**config.mk**
```make
export PLATFORM = sky130hd
export DESIGN_NAME = hamming12_encoder_tx
export DESIGN_NICKNAME = d
export VERILOG_FILES = /design/src/rtl/hamming12_pkg.sv /design/src/rtl/hamming12_encoder_tx_fifo.sv /design/src/rtl/hamming12_encoder_tx.sv
export SDC_FILE = /design/constraint.sdc
export NUM_CORES = 1
export LEC_CHECK = 0
export ABC_AREA = 0
export BUFFER_PORTS_ARGS = -buffer_cell sky130_fd_sc_hd__buf_2
export CAP_MARGIN = 20
export CORE_AREA = 2 2 112 60
export DETAILED_ROUTE_END_ITERATION = 10
export DIE_AREA = 0 0 114 62
export GPL_TIMING_DRIVEN = 0
export PLACE_DENSITY = 0.76
export SLEW_MARGIN = 20
export SYNTH_ARGS = -nofsm -noshare
export SYNTH_HDL_FRONTEND = slang
export SYNTH_SLANG_ARGS = --single-unit
```
**constraint.sdc**
```tcl
create_clock -name clk -period 6.75 [get_ports clk]
set_clock_uncertainty 0.15 [all_clocks]
set_input_delay 0.3375 -clock clk [delete_from_list [all_inputs] [get_ports clk]]
set_output_delay 0.3375 -clock clk [all_outputs]
set_load 0.005 [all_outputs]
```
**src/rtl/hamming12_pkg.sv**
```systemverilog
// Shared Hamming(12,8) codeword map used by the encoder and the decoder.
// Provides widths, parity bit indices and the pure encode function.
package hamming12_pkg;

  localparam int CW_W   = 12;
  localparam int DATA_W = 8;

  // Parity bits sit at positions 1,2,4,8 (bit indices 0,1,3,7).
  localparam int P0 = 0;
  localparam int P1 = 1;
  localparam int P2 = 3;
  localparam int P3 = 7;

  function automatic logic [CW_W-1:0] hamming12_encode(
    input logic [DATA_W-1:0] d
  );
    logic [CW_W-1:0] c;
    c       = '0;
    c[11:8] = d[7:4];
    c[6:4]  = d[3:1];
    c[2]    = d[0];
    c[P0]   = c[2] ^ c[4] ^ c[6] ^ c[8] ^ c[10];
    c[P1]   = c[2] ^ c[5] ^ c[6] ^ c[9] ^ c[10];
    c[P2]   = c[4] ^ c[5] ^ c[6] ^ c[11];
    c[P3]   = c[8] ^ c[9] ^ c[10] ^ c[11];
    return c;
  endfunction

  // One-hot flip mask for a 1-indexed position; zero outside 1..12.
  function automatic logic [CW_W-1:0] hamming12_flip(
    input logic       en,
    input logic [3:0] pos
  );
    logic [CW_W-1:0] m;
    logic [3:0]      sh;
    m  = '0;
    sh = pos - 4'd1;
    if (en && pos >= 4'd1 && pos <= 4'd12)
      m = {{(CW_W-1){1'b0}}, 1'b1} << sh;
    return m;
  endfunction

endpackage

```
**src/rtl/hamming12_encoder_tx_fifo.sv**
```systemverilog
// Synchronous FIFO holding codewords between encoder and downstream.
// Ports: push/wdata in, pop/rdata out, full/empty flags, level count.
module hamming12_encoder_tx_fifo #(
  parameter int WIDTH = 12,
  parameter int DEPTH = 4,
  localparam int AW = $clog2(DEPTH),
  localparam int LW = AW + 1
) (
  input  logic             clk,
  input  logic             rst,
  input  logic             push,
  input  logic [WIDTH-1:0] wdata,
  input  logic             pop,
  output logic [WIDTH-1:0] rdata,
  output logic             full,
  output logic             empty,
  output logic [LW-1:0]    level
);

  logic [WIDTH-1:0] mem [DEPTH];
  logic [AW-1:0]    wptr;
  logic [AW-1:0]    rptr;
  logic             do_push;
  logic             do_pop;

  assign full    = (level == LW'(DEPTH));
  assign empty   = (level == '0);
  assign do_push = push && !full;
  assign do_pop  = pop && !empty;
  assign rdata   = mem[rptr];

  // Storage is never cleared; level alone decides what is valid.
  always_ff @(posedge clk) begin
    if (!rst && do_push)
      mem[wptr] <= wdata;
  end

  // DEPTH is a power of two, so pointers wrap by overflow.
  always_ff @(posedge clk) begin
    if (rst) begin
      wptr  <= '0;
      rptr  <= '0;
      level <= '0;
    end else begin
      if (do_push)
        wptr <= wptr + AW'(1);
      if (do_pop)
        rptr <= rptr + AW'(1);
      level <= level + LW'(do_push) - LW'(do_pop);
    end
  end

endmodule

```
**src/rtl/hamming12_encoder_tx.sv**
```systemverilog
// Hamming(12,8) transmit encoder with fault injection and output FIFO.
// Ports: byte in (valid/ready), codeword out (valid/ready), level, count.
module hamming12_encoder_tx
  import hamming12_pkg::*;
#(
  parameter int DEPTH = 4,
  parameter int CNT_W = 16
) (
  input  logic                     clk,
  input  logic                     rst,
  input  logic [7:0]               in_data,
  input  logic                     in_valid,
  output logic                     in_ready,
  input  logic                     inj_en,
  input  logic [3:0]               inj_pos,
  output logic [11:0]              cw_data,
  output logic                     cw_valid,
  input  logic                     cw_ready,
  output logic [$clog2(DEPTH):0]   level,
  output logic [CNT_W-1:0]         cw_count
);

  logic          full;
  logic          empty;
  logic          push;
  logic          pop;
  logic [CW_W-1:0] enc;

  assign in_ready = !full;
  assign cw_valid = !empty;
  assign push     = in_valid && in_ready;
  assign pop      = cw_valid && cw_ready;
  assign enc      = hamming12_encode(in_data)
                  ^ hamming12_flip(inj_en, inj_pos);

  hamming12_encoder_tx_fifo #(
    .WIDTH (CW_W),
    .DEPTH (DEPTH)
  ) u_fifo (
    .clk   (clk),
    .rst   (rst),
    .push  (push),
    .wdata (enc),
    .pop   (pop),
    .rdata (cw_data),
    .full  (full),
    .empty (empty),
    .level (level)
  );

  always_ff @(posedge clk) begin
    if (rst)
      cw_count <= '0;
    else if (pop)
      cw_count <= cw_count + CNT_W'(1);
  end

endmodule

```
### Yosys cells after proc, flatten, opt, wreduce, memory -nomap -nowiden

Memories as Yosys holds them, arrays and structs flattened. A register that Yosys moved wholly into a read port is not among the register bits.
Cells that the tools add are included.

| word-level totals | value |
|---|---|
| register bits after elaboration | 23 |
| bits in writable memories | 48 |
| logic and storage cells | 46 |
| memories | 1 |

| operators by class | value |
|---|---|
| add/subtract/negate cells | 6 |
| magnitude comparators | 2 |
| equal/unequal tests | 1 |
| shift operators | 1 |
| mux-type cells | 5 |
| bitwise operators | 15 |
| reductions and logical operators | 11 |

Memories:

| memory | depth | width | read ports | clocked after memory_dff | write ports | line | source |
|---|---|---|---|---|---|---|---|
| u_fifo.mem | 4 | 12 | 1 | 1 | 1 | hamming12_encoder_tx_fifo.sv:20 | `logic [WIDTH-1:0] mem [DEPTH];` |

Operator list:

| operator | number |
|---|---|
| 16-bit by 1-bit adder with 16-bit output, second input constant | 1 |
| 1-bit bitwise XOR | 14 |
| 12-bit 2-to-1 mux | 1 |
| 1-bit by 4-bit left shift with 12-bit output, first input constant | 1 |
| 12-bit bitwise XOR | 1 |
| 1-bit logical AND | 7 |
| 2-bit by 1-bit adder with 2-bit output, second input constant | 2 |
| 4-bit by 1-bit greater-or-equal comparator with 1-bit output, second input constant | 1 |
| 4-bit less-or-equal comparator, second input constant | 1 |
| 2-bit 2-to-1 mux | 2 |
| 4-bit by 1-bit subtractor with 4-bit output, second input constant | 1 |
| 3-bit by 1-bit adder with 3-bit output | 1 |
| 3-bit == test, second input constant | 1 |
| 1-bit logical NOT | 3 |
| 3-bit logical NOT | 1 |
| 3-bit by 1-bit subtractor with 3-bit output | 1 |
| 1-bit 2-to-1 mux | 2 |

### Logic depth before layout (Yosys ltp)

| logic depth | value |
|---|---|
| depth after elaboration | 7 |
| depth in mapped cells | 10 |

### Cells and area by module

A second synthesis with hierarchy kept.

| unflattened totals | value |
|---|---|
| cell total of the unflattened synthesis | 247 |
| area total of the unflattened synthesis | 3357.0 µm² |

By module, submodules not included:

| module | times used | cells an instance | area an instance (µm²) | seq. area each (µm²) |
|---|---|---|---|---|
| hamming12_encoder_tx_fifo | 1 | 113 | 2249.7 | 1621.6 |
| hamming12_encoder_tx | 1 | 134 | 1107.3 | 320.3 |

### Worst setup path after synthesis

Ideal clock, no wire load.

| timing | value |
|---|---|
| path type | register -> register |
| from | register u_fifo.level[1] |
| to | register u_fifo.level[2] |
| arrival time | 2.136 ns |
| setup slack | 4.336 ns |
| stages on the path, launching flop included | 11 |
| period minus slack after synthesis | 2.414 ns |
| cell sequence | dfxtp_1 > o31ai_2 > inv_4 > ha_1 > inv_1 > ha_1 > inv_1 > fa_1 > xor2_1 > xnor2_1 > nor2_1 |

| on the way | value |
|---|---|
| elaborated cells on any way between the ends | 10 |
| classes of those cells | add/sub (2); eq/ne (1); reduce/logical (7) |

RTL lines:

| what | line | source |
|---|---|---|
| start, declared | hamming12_encoder_tx_fifo.sv:17 | `output logic [LW-1:0] level` |
| start signal, assigned | hamming12_encoder_tx_fifo.sv:49 | `level <= level + LW'(do_push) - LW'(do_pop);` |
| 3-bit logical NOT | hamming12_encoder_tx_fifo.sv:27 | `assign empty = (level == '0);` |
| 1-bit logical NOT | hamming12_encoder_tx.sv:30 | `assign cw_valid = !empty;` |
| 1-bit logical AND | hamming12_encoder_tx.sv:32 | `assign pop = cw_valid && cw_ready;` |
| via pop | hamming12_encoder_tx.sv:26 | `logic pop;` |
| 1-bit logical AND | hamming12_encoder_tx_fifo.sv:29 | `assign do_pop = pop && !empty;` |
| 3-bit by 1-bit subtractor with 3-bit output | hamming12_encoder_tx_fifo.sv:49 |  |

The timed path passes the listed nets, and every way through them passes these cells.
A chain may end at the register's enable or synchronous reset.

### Final worst setup path

| timing | value |
|---|---|
| from | register u_fifo.level[2] |
| to | register u_fifo.level[2] |

Same word-level chain as after synthesis.

==> flow_summary.toml <==
[synthesis]
synth_edf_count = 48
synth-main-ff-cell = "edfxtp_1"
synth_top_area_share_pct = 44.2
ys_seq_area_share_pct = 59.5
synth_cell_types = 32
syn_area_sq_mm = 0.00326
postSynthAreaPerCell_sq_um = 13.5
synthesis.nets = 269
async_flop_share_pct = 0
yosys.area.top_type = "edfxtp_1"
ys_warn_count = 0
ys_ff_latch = 73
synth_cells = 242
netlist_top_cells_area = "edfxtp_1, dfxtp_1, mux4_2"

[routing]
dr.pass1.iters = 5
avgViaCountPerCell = 5.38
dr.first_iter.drc_count = 220
routedWlPerCell_um = 16.6
route.met2.wl_mm = 2.68
finalWirelength_mm = 6.40
vias = 2077
maxUsedRoutingLayer = "met4"
route.met3.wl_um = 514
drc = 0
antenna_left = 0
wl_met1_mm = 3.16

[floorplanning]
die_h_um = 62
die_x_um = 114
core_area_sq_mm = 0.00625
io_pins = 50
rows = 21
die_area_sq_mm = 0.00707
start_util_pct = 52.2

[worst_setup_path]
critical_path.slowest_cell = "o31ai_2"
crit_fanout = 7
cp-start-kind = "flip-flop"
crit_path_end_kind = "flip-flop"
crit_required_ns = 6.79
worstPathArrival_ns = 2.74
critPathKind = "flip-flop to flip-flop"
path_cells = "o31ai_2 > inv_4 > ha_1 > inv_1 > ha_1 > inv_1 > fa_1 > xor2_1 > xnor2_1 > nor2_1"
path_buf_inv = 3
reg2reg_slack_ns = 4.06
crit_family = "adder cells"
max_stage_delay_ns = 0.61

[sta]
fmax_mhz = 371
setup_viol_count_final = 0
slew_headroom_pct = 57.2
slew_viol_final = 0
fin_crit_sh_pct = 39.9
worstMarginPinSlew_ns = 0.641
min_period_ns = 2.69
rsz0062_at_grt = "false"
tns_ns = 0
final-hold-violation-count = 0
finalWorstSetupSlack_ns = 4.06

[finish]
finalNonFillerCells = 386
num_antenna_cells = 0
nets = 328
fillers = 493
syn2layout_area_growth_pct = 18.2
multi_input_area_sq_mm = 0.00126
seqCellArea_sq_mm = 0.00194
final_layout_size_suffix_gt1_share_pct = 26.1

[global_route]
grt_usage_pct = 20.1
grt_pass1_vias = 1912
grt_start_max_net_pins = 13
grt_pass1_wl_mm = 10.3
antenna_found_initial = 0
grt.overflow.total = 0

[place]
place.gp.congestion = 0.855
place_ws_ns = 4.09
dp_cells = 370
port_buffers = 48
hpwl_mm = 4.43

[min_path]
hp-class = "input port to flip-flop"

[clock_tree]
cts_tree = "done"
post_cts_buffers = 0
cts_num_sinks = 73
clockRootBuffer = "clkbuf_16"
postCtsHoldBufs = 0
max-clock-path-buffers = 2
htreeDepth = 3
numCtsBuffers = 9
cts.clk_slew.worst_paths_ns = 0.05
clk-insertion-delay-late_ns = 0.32
cts_resized = 0

[pwr]
peakVddDrop_mv = 0.137
power_density_mw_per_mm2 = 318
p_leak_nw = 1.45

[flow_run]
drv_cap = 0

[run_status]
status = "complete, no violations"
[Yosys cell counts, types with 2 or more instances]
master	instances
nand4_2	2
xnor2_1	28
nand4_1	6
or3_1	6
edfxtp_1	48
and3_1	3
o21ai_0	5
nand3_1	8
mux4_2	12
dfxtp_1	25
clkbuf_1	4
nand2b_1	4
nand2_1	10
xor2_1	13
and4_4	2
buf_2	2
a21oi_1	7
nor2_1	24
and2_1	4
ha_1	9
nor3_1	3
inv_1	7
[final cells by class]
| class | instances | share of cell area, % |
|---|---|---|
| Clock inverter | 6 | 0.649 |
| Inverter | 8 | 0.843 |
| Buffer | 6 | 0.649 |
| Multi-Input combinational cell | 155 | 32.8 |
| Tap cell | 80 | 2.59 |
| Clock buffer | 10 | 5.93 |
| Timing Repair Buffer | 48 | 6.23 |
| Sequential cell | 73 | 50.3 |
[logic make-up after synthesis]
kind of cell	Yosys count	synth area share, %
AOI/OAI and AO/OA	14	2.57
xor gates and xnor gates	41	11.0
adders and majority gates	10	4.06
buffers and inverters	14	1.76
DFF	73	59.5
muxes	12	8.28
and+or+nand+nor	78	12.8
[sequential cells by signal, summed over array words and instances (netlist names), named ones only]
| register | count |
|---|---|
| u_fifo.wptr | 2 |
| u_fifo.level | 3 |
| cw_count | 16 |
| u_fifo.rptr | 2 |
| u_fifo.mem | 48 |
[per-stage QoR]
stage | total power [mW] | util [%] | cell area (sq um) | hold WS, ns
2_1_floorplan | 0.736 | - | 3260 | 0.319
3_5_place_dp | 0.831 | 57.6 | 3600 | 0.339
4_1_cts | 1.24 | 61.7 | 3860 | 0.145
5_1_grt | 1.29 | 61.7 | 3860 | 0.155
3_3_place_gp | 0.821 | 57.6 | 3600 | 0.318
6_report | 1.23 | 61.7 | 3860 | 0.152
[worst paths after layout]
path	startpoint	endpoint	cells past startpoint
worst min-delay path	in_valid	u_fifo.wptr[1]$_SDFFE_PP0N_	3
worst max register to register	u_fifo.level[2]$_SDFF_PP0_	u_fifo.level[2]$_SDFF_PP0_	10
worst min register to register	cw_count[15]$_SDFFE_PP0P_	cw_count[15]$_SDFFE_PP0P_	2
worst max-delay path	u_fifo.level[2]$_SDFF_PP0_	u_fifo.level[2]$_SDFF_PP0_	10
[worst min-delay path: cells and delay by family]
family                 cells  cell delay [ns]
buffers and inverters      1             0.11
and+or+nand+nor            1             0.07
AOI/OAI and AO/OA          1             0.05
[layout by cell type (no fill, tap or decap), types with 2 or more instances in the layout]
cell / n
xor2_1: 13
and4_4: 2
nor2_1: 24
nor3_1: 3
nand2b_1: 4
ha_1: 9
edfxtp_1: 48
a21oi_1: 7
inv_1: 7
and2_1: 4
o21ai_0: 5
buf_2: 50
nand4_2: 2
nand2_1: 10
or3_1: 6
clkbuf_16: 9
dfxtp_1: 25
clkinv_1: 4
and3_1: 3
nand4_1: 6
clkinv_2: 2
mux4_2: 12
xnor2_1: 28
nand3_1: 8
clkbuf_1: 5
[per-layer routing]
layer | track usage [%] | vias to the layer above
met4 | 5.75 | 0
met1 | 30.6 | 1001
met3 | 6.79 | 4
met5 | 0 | -
met2 | 27.5 | 76
li1 | - | 996
[power by group]
part / switching (mW) / internal [mW] / total (mW)
combinational: 0.136 / 0.133 / 0.268
sequential: 0.0308 / 0.524 / 0.555
clock: 0.162 / 0.242 / 0.404
No activity file was read; power rests on OpenSTA's default activity.
